==> src/rtl/spi_arb_pkg.sv <==
// Shared definitions for the SPI master arbiter.
//   arb_state_t : arbiter FSM states, IDLE through GAP
//   cnt_width() : width of the shared cycle counter, sized for the largest
//                 of the command hold, gap and watchdog limits
package spi_arb_pkg;

    typedef enum logic [2:0] {
        ST_IDLE,
        ST_CMD,
        ST_WAIT_START,
        ST_WAIT_END,
        ST_DONE,
        ST_GAP
    } arb_state_t;

    function automatic int unsigned cnt_width(input int unsigned a,
                                              input int unsigned b,
                                              input int unsigned c);
        int unsigned m;
        m = a;
        if (b > m) m = b;
        if (c > m) m = c;
        return (m < 2) ? 1 : $clog2(m);
    endfunction

endpackage

==> src/rtl/spi_arb_rr.sv <==
// Combinational round-robin picker.
//   req   : request vector
//   ptr   : highest-priority index; the search starts here and wraps
//   gnt   : one-hot grant (zero when no request)
//   idx   : index of the granted bit
//   valid : at least one request present
module spi_arb_rr #(
    parameter int unsigned NUM_REQ = 4,
    parameter int unsigned PTR_W   = 2
) (
    input  logic [NUM_REQ-1:0] req,
    input  logic [PTR_W-1:0]   ptr,
    output logic [NUM_REQ-1:0] gnt,
    output logic [PTR_W-1:0]   idx,
    output logic               valid
);

    always_comb begin
        logic [PTR_W-1:0] k;
        gnt   = '0;
        idx   = '0;
        valid = 1'b0;
        k     = '0;
        for (int unsigned i = 0; i < NUM_REQ; i++) begin
            k = PTR_W'((32'(ptr) + i) % NUM_REQ);
            if (!valid && req[k]) begin
                valid  = 1'b1;
                gnt[k] = 1'b1;
                idx    = k;
            end
        end
    end

endmodule

==> src/rtl/spi_master_arbiter.sv <==
// Round-robin arbiter sharing one spi_master between NUM_REQ clients.
// Each client posts one read or write word; the arbiter pulses the master's
// level-sensitive command, follows CS low then high to find the end of the
// transfer, returns miso_data and pulses done to the owner.
//   clk, rst_n            : clock, async active-low reset
//   req/req_rd/req_wdata  : per-client request, read flag, write word
//   gnt/done              : one-hot owner, one-cycle completion pulse
//   rdata                 : read word, valid with done, held until next read
//   busy                  : FSM not idle
//   timeout_err           : watchdog abort pulse
//   spi_wr_cmd/spi_rd_cmd/mosi_data : to spi_master
//   miso_data/spi_cs      : from spi_master
// Optional feature: define SPI_ARB_TIMEOUT_EN to enable the WAIT_START/WAIT_END
// watchdog (TIMEOUT_CYC); otherwise timeout_err is tied 0.
module spi_master_arbiter
    import spi_arb_pkg::*;
#(
    parameter int unsigned NUM_REQ     = 4,
    parameter int unsigned SPI_WIDTH   = 8,
    parameter int unsigned CMD_HOLD    = 2,
    parameter int unsigned GAP_CYCLES  = 64,
    parameter int unsigned TIMEOUT_CYC = 4096
) (
    input  logic                           clk,
    input  logic                           rst_n,
    input  logic [NUM_REQ-1:0]             req,
    input  logic [NUM_REQ-1:0]             req_rd,
    input  logic [NUM_REQ*SPI_WIDTH-1:0]   req_wdata,
    output logic [NUM_REQ-1:0]             gnt,
    output logic [NUM_REQ-1:0]             done,
    output logic [SPI_WIDTH-1:0]           rdata,
    output logic                           busy,
    output logic                           timeout_err,
    output logic                           spi_wr_cmd,
    output logic                           spi_rd_cmd,
    output logic [SPI_WIDTH-1:0]           mosi_data,
    input  logic [SPI_WIDTH-1:0]           miso_data,
    input  logic                           spi_cs
);

    localparam int unsigned PTR_W = $clog2(NUM_REQ);
    localparam int unsigned CNT_W = cnt_width(CMD_HOLD, GAP_CYCLES, TIMEOUT_CYC);
    localparam logic [CNT_W-1:0] HOLD_LAST = CNT_W'(CMD_HOLD - 1);
    localparam logic [CNT_W-1:0] GAP_LAST  = CNT_W'(GAP_CYCLES - 1);
`ifdef SPI_ARB_TIMEOUT_EN
    localparam logic [CNT_W-1:0] TO_LAST   = CNT_W'(TIMEOUT_CYC - 1);
    logic                   to_q;
`endif

    arb_state_t             state_q, state_d;
    logic [CNT_W-1:0]       cnt_q, cnt_d;
    logic [PTR_W-1:0]       ptr_q, idx_q, pick_idx;
    logic [NUM_REQ-1:0]     owner_q, pick_gnt;
    logic                   pick_valid;
    logic                   rd_q;
    logic                   to_d;
    logic [SPI_WIDTH-1:0]   wdata_q, rdata_q;

    spi_arb_rr #(
        .NUM_REQ (NUM_REQ),
        .PTR_W   (PTR_W)
    ) u_rr (
        .req   (req),
        .ptr   (ptr_q),
        .gnt   (pick_gnt),
        .idx   (pick_idx),
        .valid (pick_valid)
    );

    always_comb begin
        state_d = state_q;
        to_d    = 1'b0;
        unique case (state_q)
            ST_IDLE:       if (pick_valid) state_d = ST_CMD;
            ST_CMD:        if (cnt_q == HOLD_LAST) state_d = ST_WAIT_START;
            ST_WAIT_START: begin
                if (!spi_cs) state_d = ST_WAIT_END;
`ifdef SPI_ARB_TIMEOUT_EN
                else if (cnt_q == TO_LAST) begin
                    state_d = ST_DONE;
                    to_d    = 1'b1;
                end
`endif
            end
            ST_WAIT_END: begin
                if (spi_cs) state_d = ST_DONE;
`ifdef SPI_ARB_TIMEOUT_EN
                else if (cnt_q == TO_LAST) begin
                    state_d = ST_DONE;
                    to_d    = 1'b1;
                end
`endif
            end
            ST_DONE:       state_d = ST_GAP;
            ST_GAP:        if (cnt_q == GAP_LAST) state_d = ST_IDLE;
            default:       state_d = ST_IDLE;
        endcase

        // One counter serves all timed states; the watchdog spans both WAIT
        // states, so it is not cleared on WAIT_START -> WAIT_END.
        cnt_d = cnt_q;
        if (state_d != state_q &&
            !(state_q == ST_WAIT_START && state_d == ST_WAIT_END))
            cnt_d = '0;
        else if (state_q == ST_CMD || state_q == ST_GAP)
            cnt_d = cnt_q + 1'b1;
`ifdef SPI_ARB_TIMEOUT_EN
        else if (state_q == ST_WAIT_START || state_q == ST_WAIT_END)
            cnt_d = cnt_q + 1'b1;
`endif
    end

    always_ff @(posedge clk or negedge rst_n) begin
        if (!rst_n) begin
            state_q <= ST_IDLE;
            cnt_q   <= '0;
            ptr_q   <= '0;
            idx_q   <= '0;
            owner_q <= '0;
            rd_q    <= 1'b0;
            wdata_q <= '0;
            rdata_q <= '0;
`ifdef SPI_ARB_TIMEOUT_EN
            to_q    <= 1'b0;
`endif
        end else begin
            state_q <= state_d;
            cnt_q   <= cnt_d;
`ifdef SPI_ARB_TIMEOUT_EN
            to_q    <= to_d;
`endif
            if (state_q == ST_IDLE && pick_valid) begin
                idx_q   <= pick_idx;
                owner_q <= pick_gnt;
                rd_q    <= req_rd[pick_idx];
                wdata_q <= req_rd[pick_idx] ? '0
                         : req_wdata[32'(pick_idx)*SPI_WIDTH +: SPI_WIDTH];
            end
            // Capture on entry to DONE so rdata is already valid with done.
            if (state_d == ST_DONE && !to_d && rd_q)
                rdata_q <= miso_data;
            if (state_q == ST_DONE)
                ptr_q <= (idx_q == PTR_W'(NUM_REQ - 1)) ? '0 : idx_q + 1'b1;
        end
    end

    assign busy       = (state_q != ST_IDLE);
    assign gnt        = (state_q == ST_CMD || state_q == ST_WAIT_START ||
                         state_q == ST_WAIT_END) ? owner_q : '0;
    assign done       = (state_q == ST_DONE) ? owner_q : '0;
    assign spi_wr_cmd = (state_q == ST_CMD) && !rd_q;
    assign spi_rd_cmd = (state_q == ST_CMD) && rd_q;
    assign mosi_data  = wdata_q;
    assign rdata      = rdata_q;
`ifdef SPI_ARB_TIMEOUT_EN
    assign timeout_err = (state_q == ST_DONE) && to_q;
`else
    assign timeout_err = 1'b0;
`endif

endmodule

==> config.mk <==
export PLATFORM = sky130hd
export DESIGN_NAME = spi_master_arbiter
export DESIGN_NICKNAME = d
export VERILOG_FILES = /design/src/rtl/spi_arb_pkg.sv /design/src/rtl/spi_arb_rr.sv /design/src/rtl/spi_master_arbiter.sv
export SDC_FILE = /design/constraint.sdc
export NUM_CORES = 1
export LEC_CHECK = 0
export ABC_AREA = 1
export ABC_CLOCK_PERIOD_IN_PS = 2500
export BUFFER_PORTS_ARGS = -buffer_cell sky130_fd_sc_hd__buf_2
export CORE_AREA = 10 10 90 92
export DETAILED_ROUTE_END_ITERATION = 16
export DIE_AREA = 0 0 100 102
export PLACE_DENSITY = 0.75
export SLEW_MARGIN = 10
export SYNTH_ARGS = -nofsm -noshare
export SYNTH_HDL_FRONTEND = slang
export SYNTH_SLANG_ARGS = --single-unit
export TNS_END_PERCENT = 10
==> constraint.sdc <==
create_clock -name clk -period 2.5 [get_ports clk]
set_clock_uncertainty 0.2 [all_clocks]
set_input_delay 0.25 -clock clk [delete_from_list [all_inputs] [get_ports clk]]
set_output_delay 0.25 -clock clk [all_outputs]
set_load 0.01 [all_outputs]
==> metrics.md, run 1 <==
| Metric | Value |
|---|---|
| Status | `finished clean` |
| F_max | `0.421 GHz` |
| Cts bufs inserted | `5` |
| DRT met1 WL | `3260 um` |
| Post-Route WL | `7500 um` |
| Largest family of logic cells by synthesized area | `simple AND/OR/NAND/NOR gates` |
| #FFs+latches synth | `40` |
| Sw Share | `0.503` |
| FF+latch area | `1000 um2` |
| Io pins | `79` |
| Leading post-synthesis cells by cell area | `dfrtp_1, nand3_1, nand2_1, inv_1, nand2_2` |
| Mean routed wirelength per cell | `13.5 um` |
| Critical Path RT | `2.49 ns` |
| Power per cell area | `1380 nW/um2` |
| Leak Pwr | `2.00 nW` |
| Layout Cells excl Fill | `557` |
| Syn Nets | `438` |
| Die H | `102 um` |
| Placer congestion estimate | `0.853` |
| Met2 wire length | `3590 um` |
| Clock Power Share | `0.106` |
| Final setup TNS | `0 ns` |
| Worst Setup Start Kind | `flop` |
| Post-synthesis mux area share | `0.0307` |
| Final setup violation count | `0` |
| Yosys top cell area share | `0.341` |
| Full die area | `10200 um2` |
| Total grt overflow | `0` |
| Placed insts | `534` |
| Fillers | `563` |
| Worst-margin pin slew | `0.879 ns` |
| CTS tree | `built` |
| Htree depth | `2` |
| HP Class | `primary input to flop` |
| Synthesized-area fraction occupied by adder cells | `0.0299` |
| Fin. max-slew vios | `0` |
| Post-Syn Area | `2930 um2` |
| Post-DP HPWL | `5560 um` |
| Iteration-0 DRC Markers | `100` |
| Share of layout cells above drive strength 1 | `0.344` |
| Critical path fanouts, max | `16` |
| Met3 routed WL | `564 um` |
| EDFF count, synth | `0` |
| Final ANT Viol Nets | `0` |
| Row count | `29` |
| Clk sinks | `40` |
| Compound-cell area share of the yosys netlist | `0.0866` |
| Minimum clock period | `2.37 ns` |
| Peak supply drop | `955 uV` |
| Part of the cycle the worst path needs | `0.949` |
| Nets | `537` |
| Tot GR Track Use | `0.142` |
| Vias per inst | `4.95` |
| Worst setup EP type | `flop` |
| Sequential share of the synthesized area | `0.341` |
| Largest net degree at the start of global routing | `41` |
| Via count | `2755` |
| Kind of critical path | `flop to flop` |
| Synth unique cells | `41` |
| # DRC | `0` |
| Starting Density | `0.467` |
| Path depth of the worst reg2reg path | `14` |
| Diodes inserted | `0` |
| Clock transition at the registers of the reported paths | `0.08 ns` |
| Area occupied by multi-input gates | `1630 um2` |
| Pwr Total | `5.11 mW` |
| Clock tree root driver cell | `clkbuf_8` |
| Flop pwr share | `0.198` |
| Arr. time, crit path | `2.36 ns` |
| Area Overhead vs Synth | `26.4%` |
| Slew margin rel. | `0.414` |
| Psw | `2.57 mW` |
| Commonest non-fill, non-tap cell in the layout | `buf_2` |
| Clk Latency, worst-skew pair | `0.29 ns` |
| Vias in the first global route | `2742` |
| Post-synth top area cell | `dfrtp_1` |
| Fin. Hold Viols | `0` |
| Most frequent cells in the layout | `buf_2, nand2_1, inv_1` |
| DIE WIDTH | `100 um` |
| Syn Area/Cell | `7.72 um2` |
| Post-Synth XOR/XNOR Area | `0.0299` |
| Simple-gate area share of the yosys netlist | `0.367` |
| PortBufs | `77` |
| WHS Path Cells | `4` |
| First-pass GRT wire length | `12300 um` |
| Bufs on Longest Clock Path | `2` |
| Async SR Flop Fraction | `1.00` |
| Comb pwr share | `0.696` |
| Antenna violations before repair | `0` |
| Synth Warn # | `0` |
| Max Used Layer | `met4` |
| Int Pwr | `2.54 mW` |
| Max_cap viols | `0` |
| Core box area | `6280 um2` |
| Synth Instances | `380` |
| Most used DFF post-synth | `dfrtp_1` |
| DR pass1 iterations | `4` |
==> synthesized netlist by cell type, types with 4 or more instances <==
master / number
nand2_2: 18
nand2_4: 4
nand2_1: 73
mux2_2: 8
inv_1: 60
nand3_1: 55
dfrtp_1: 40
nor2_1: 28
ha_1: 7
xor2_1: 7
o21ai_0: 14
nand3_2: 5
a21oi_2: 12
a21oi_1: 4
a22oi_1: 4
==> final cells by class <==
| cell class | count | area share |
|---|---|---|
| Multi-Input combinational cell | 267 | 0.440 |
| Sequential cell | 40 | 0.270 |
| Timing Repair Buffer | 101 | 0.164 |
| Inverter | 64 | 0.0688 |
| Tap cell | 77 | 0.0260 |
| Clock buffer | 5 | 0.0185 |
| Clock inverter | 3 | 0.0128 |
==> power groups by stage <==
| stage | clock, mW | sequential [mW] | combinational [mW] |
|---|---|---|---|
| 2_1_floorplan | 0 | 1.05 | 2.51 |
| 5_1_grt | 0.583 | 1.04 | 3.93 |
| 4_1_cts | 0.552 | 1.01 | 3.24 |
| 3_5_place_dp | 0 | 1.01 | 3.23 |
| 6_report | 0.543 | 1.01 | 3.56 |
| 3_3_place_gp | 0 | 1.01 | 3.14 |
==> per-layer routing <==
layer  up-vias  track usage
met5         -            0
met4         0       0.0370
met3         6       0.0459
met2        86        0.235
met1      1253        0.175
li1       1410            -
==> through the flow <==
stage / util / instance area, um2 / worst slack, ns / hold WS (ns)
global route: 0.591 / 3710 / -0.00512 / 0.119
floorplan: - / 2930 / 0.120 / -0.246
detailed placement: 0.543 / 3410 / 0.0325 / 0.225
finish: 0.591 / 3710 / 0.126 / 0.0951
CTS: 0.575 / 3610 / 0.0326 / 0.0860
global placement: 0.543 / 3410 / 0.135 / 0.227
==> what timing repair did <==
action,CTS,global route
hold endpoints to repair,48,0
hold buffers,9,0
setup buffers,0,6
setup endpoints to repair,0,11
gates resized for setup,0,10
==> worst max-delay path, stage by stage, from the launching register on <==
cell      delay (ns)
dfrtp_1         0.36
bufinv_8        0.18
ha_2            0.36
inv_2           0.05
nand3_2         0.12
nand2_4         0.10
nor2_4          0.19
nor2_4          0.07
nand2_8         0.10
buf_6           0.16
nand3_1         0.09
nand3_1         0.08
nand2_1         0.08
nand3_1         0.09
nand2_1         0.05
==> flip-flops by register name (all words and copies together) (netlist names) <==
name,cells
cnt_q,12
idx_q,2
mosi_data,8
owner_q,4
ptr_q,2
rd_q,1
rdata,8
state_q,3
==> final timing paths <==
kind / start / slack [ns] / to
setup reg to reg: ptr_q[1]$_DFFE_PN0N_ / 0.13 / mosi_data[0]$_DFFE_PN0P_
setup / recovery: ptr_q[1]$_DFFE_PN0N_ / 0.13 / mosi_data[0]$_DFFE_PN0P_
max in group asynchronous: rst_n / 1.14 / cnt_q[10]$_DFFE_PN0P_
hold / removal: spi_cs / 0.1 / state_q[1]$_DFF_PN0_
hold reg to reg: mosi_data[3]$_DFFE_PN0P_ / 0.29 / mosi_data[3]$_DFFE_PN0P_
min in group asynchronous: rst_n / 0.41 / cnt_q[7]$_DFFE_PN0P_
==> logic make-up after synthesis <==
family | count (synthesis)
buffers and inverters | 73
other | 1
AND/OR/NAND/NOR | 202
adder cells (fa/ha/maj) | 7
AO/OA/AOI/OAI | 39
XOR/XNOR | 10
flip-flops | 40
multiplexers | 8
Power figures use the tool's default switching activity.
==> inputs of run 2 (changes only) <==
--- a/config.mk
+++ b/config.mk
@@ -6,12 +6,12 @@
 export NUM_CORES = 1
 export LEC_CHECK = 0
 export ABC_AREA = 1
-export ABC_CLOCK_PERIOD_IN_PS = 2500
+export ABC_CLOCK_PERIOD_IN_PS = 2900
 export BUFFER_PORTS_ARGS = -buffer_cell sky130_fd_sc_hd__buf_2
-export CORE_AREA = 10 10 90 92
+export CORE_AREA = 10 10 83 85
 export DETAILED_ROUTE_END_ITERATION = 16
-export DIE_AREA = 0 0 100 102
-export PLACE_DENSITY = 0.75
+export DIE_AREA = 0 0 93 95
+export PLACE_DENSITY = 0.84
 export SLEW_MARGIN = 10
 export SYNTH_ARGS = -nofsm -noshare
 export SYNTH_HDL_FRONTEND = slang
==> constraint.sdc (replaced) <==
create_clock -name clk -period 2.9 [get_ports clk]
set_clock_uncertainty 0.2 [all_clocks]
set_input_delay 0.29 -clock clk [delete_from_list [all_inputs] [get_ports clk]]
set_output_delay 0.29 -clock clk [all_outputs]
set_load 0.01 [all_outputs]
==> metrics.md, run 2 (synthesis gave the netlist of run 1 again) <==
| Metric | Value |
|---|---|
| Status | `finished clean (unchanged)` |
| Full die area | `8840 um2 (was 10200 um2)` |
| Most frequent cells in the layout | `buf_2, nand2_1, inv_1 (unchanged)` |
| Commonest non-fill, non-tap cell in the layout | `buf_2 (unchanged)` |
| DR pass1 iterations | `5 (was 4)` |
| Slew margin rel. | `0.410 (was 0.414)` |
| Worst-margin pin slew | `0.886 ns (was 0.879 ns)` |
| Cts bufs inserted | `5 (unchanged)` |
| FF+latch area | `1000 um2 (unchanged)` |
| Htree depth | `2 (unchanged)` |
| Fillers | `456 (was 563)` |
| Critical Path RT | `2.89 ns (was 2.49 ns)` |
| Post-DP HPWL | `5540 um (was 5560 um)` |
| # DRC | `0 (unchanged)` |
| Crit-path cells | `bufinv_8 -> ha_1 -> inv_1 -> nand3_2 -> nand2_4 -> nor2_4 -> nor2_2 -> nand2_8 -> nand2_8 -> nand2_1 -> nand3_1 -> nand2_2 -> nand3_1 -> nand2_1 (was bufinv_8 -> ha_2 -> inv_2 -> nand3_2 -> nand2_4 -> nor2_4 -> nor2_4 -> nand2_8 -> buf_6 -> nand3_1 -> nand3_1 -> nand2_1 -> nand3_1 -> nand2_1)` |
| Bufs on Longest Clock Path | `2 (unchanged)` |
| Row count | `27 (was 29)` |
| Leak Pwr | `1.92 nW (was 2.00 nW)` |
| Critical path fanouts, max | `19 (was 16)` |
| Peak supply drop | `660 uV (was 955 uV)` |
| First-pass GRT wire length | `12100 um (was 12300 um)` |
| Setup bufs post-CTS | `0 (unchanged)` |
| Total grt overflow | `0 (unchanged)` |
| Post-CTS sizing | `0 (unchanged)` |
| Starting Density | `0.550 (was 0.467)` |
| Fin. Hold Viols | `0 (unchanged)` |
| Share of layout cells above drive strength 1 | `0.322 (was 0.344)` |
| Io pins | `79 (unchanged)` |
| Worst path bufs/invs | `2 (was 3)` |
| Max incr delay on CP | `0.46 ns (was 0.36 ns)` |
| Final setup TNS | `0 ns (unchanged)` |
| Diodes inserted | `0 (unchanged)` |
| Placed insts | `522 (was 534)` |
| Clock tree root driver cell | `clkbuf_8 (unchanged)` |
| Antenna violations before repair | `0 (unchanged)` |
| Final ANT Viol Nets | `0 (unchanged)` |
| Tot GR Track Use | `0.164 (was 0.142)` |
| F_max | `0.368 GHz (was 0.421 GHz)` |
| Max reg flops | `12 (unchanged)` |
| Vias per inst | `5.13 (was 4.95)` |
| Worst setup EP type | `flop (unchanged)` |
| Arr. time, crit path | `2.70 ns (was 2.36 ns)` |
| Post-Route WL | `7030 um (was 7500 um)` |
| Nets | `516 (was 537)` |
| Clk Latency, worst-skew pair | `0.29 ns (about the same)` |
| Fin. max-slew vios | `0 (unchanged)` |
| Layout Cells excl Fill | `531 (was 557)` |
| Placer congestion estimate | `0.852 (was 0.853)` |
| Worst Setup Start Kind | `flop (unchanged)` |
| Largest net degree at the start of global routing | `41 (unchanged)` |
| CP max stage cell | `dfrtp_1 (unchanged)` |
| Part of the cycle the worst path needs | `0.936 (was 0.949)` |
| Met2 Use GR | `0.293 (was 0.235)` |
| GR Util met1 | `0.184 (was 0.175)` |
| DIE WIDTH | `93 um (was 100 um)` |
| Vias in the first global route | `2807 (was 2742)` |
| Busiest grt layer | `met2 (unchanged)` |
| Max_cap viols | `0 (unchanged)` |
| Minimum clock period | `2.71 ns (was 2.37 ns)` |
| Final setup violation count | `0 (unchanged)` |
| Kind of critical path | `flop to flop (unchanged)` |
| CTS tree | `built (unchanged)` |
| HP Class | `primary input to flop (unchanged)` |
| Power per cell area | `1190 nW/um2 (was 1380 nW/um2)` |
| PortBufs | `77 (unchanged)` |
| Area Overhead vs Synth | `19.8% (was 26.4%)` |
| Clk sinks | `40 (unchanged)` |
| Family with the most delay on the worst path | `simple AND/OR/NAND/NOR gates (unchanged)` |
| Clock transition at the registers of the reported paths | `0.08 ns (about the same)` |
| Core box area | `5340 um2 (was 6280 um2)` |
| Mean routed wirelength per cell | `13.2 um (was 13.5 um)` |
| Die H | `95 um (was 102 um)` |
| Top reg by flops | `cnt_q (unchanged)` |
| Unrepaired setup endpoints after global routing | `false` |
| Met3 Use GR | `0.0468 (was 0.0459)` |
| Via count | `2724 (was 2755)` |
| Iteration-0 DRC Markers | `102 (was 100)` |
| Area occupied by multi-input gates | `1600 um2 (was 1630 um2)` |
==> run 2: cell count changes in the layout (fill, tap and decap cells not counted), moves of 2 or more <==
cell / change
buf_4: -10
buf_6: -2
bufinv_16: +2
clkinv_4: -2
dlygate4sd3_1: -8
inv_1: +2
inv_2: -2
==> run 2: metal layers <==
layer,wire [um],part of all wire,vias to the layer above
met5,0,0,-
met4,88,0.013,0
met3,476,0.068,7
met2,3540,0.50,85
met1,2930,0.42,1267
li1,-,-,1365
==> run 2: path summary, 6_finish.rpt <==
path                                          start                       end  slack (ns)  cells past startpoint
min reg2reg                mosi_data[4]$_DFFE_PN0P_  mosi_data[4]$_DFFE_PN0P_        0.30                      2
min                                    miso_data[3]      rdata[3]$_DFFE_PN0P_        0.03                      2
max reg2reg                    ptr_q[1]$_DFFE_PN0N_  mosi_data[6]$_DFFE_PN0P_        0.19                     14
max                            ptr_q[1]$_DFFE_PN0N_  mosi_data[6]$_DFFE_PN0P_        0.19                     14
max in group asynchronous                     rst_n  mosi_data[2]$_DFFE_PN0P_        1.49                      2
min in group asynchronous                     rst_n      cnt_q[3]$_DFFE_PN0P_        0.45                      2
==> run 2: what timing repair did <==
action / 4_1_cts / 5_1_grt
endpoints found under the hold margin: 40 / 0
hold buffers: 1 / 0
endpoints found under the setup margin: 0 / 0
==> run 2: area by class of cell <==
class,instances,share of cell area
well taps,72,0.0256
repair buffers,80,0.117
clock inverters,3,0.0256
clock buffers,5,0.0196
flip-flops and latches,40,0.285
multi-input cells,267,0.455
inverters,64,0.0726
==> run 2: stage by stage <==
step / hold slack (ns) / setup WS, ns / instance area [um2] / util / power, mW
final: 0.0251 / 0.186 / 3520 / 0.659 / 4.18
after floorplan: -0.206 / 0.520 / 2930 / - / 3.07
after global routing: 0.0134 / 0.00769 / 3520 / 0.659 / 4.57
after global placement: 0.251 / 0.314 / 3350 / 0.627 / 3.45
after detailed placement: 0.258 / 0.203 / 3350 / 0.627 / 3.56
after CTS: 0.0185 / 0.188 / 3520 / 0.659 / 4.19
==> run 2: report_power, final <==
part	internal [mW]	switching [mW]
registers	0.744	0.133
clock network	0.430	0.196
logic	0.921	1.75
total	2.10	2.08
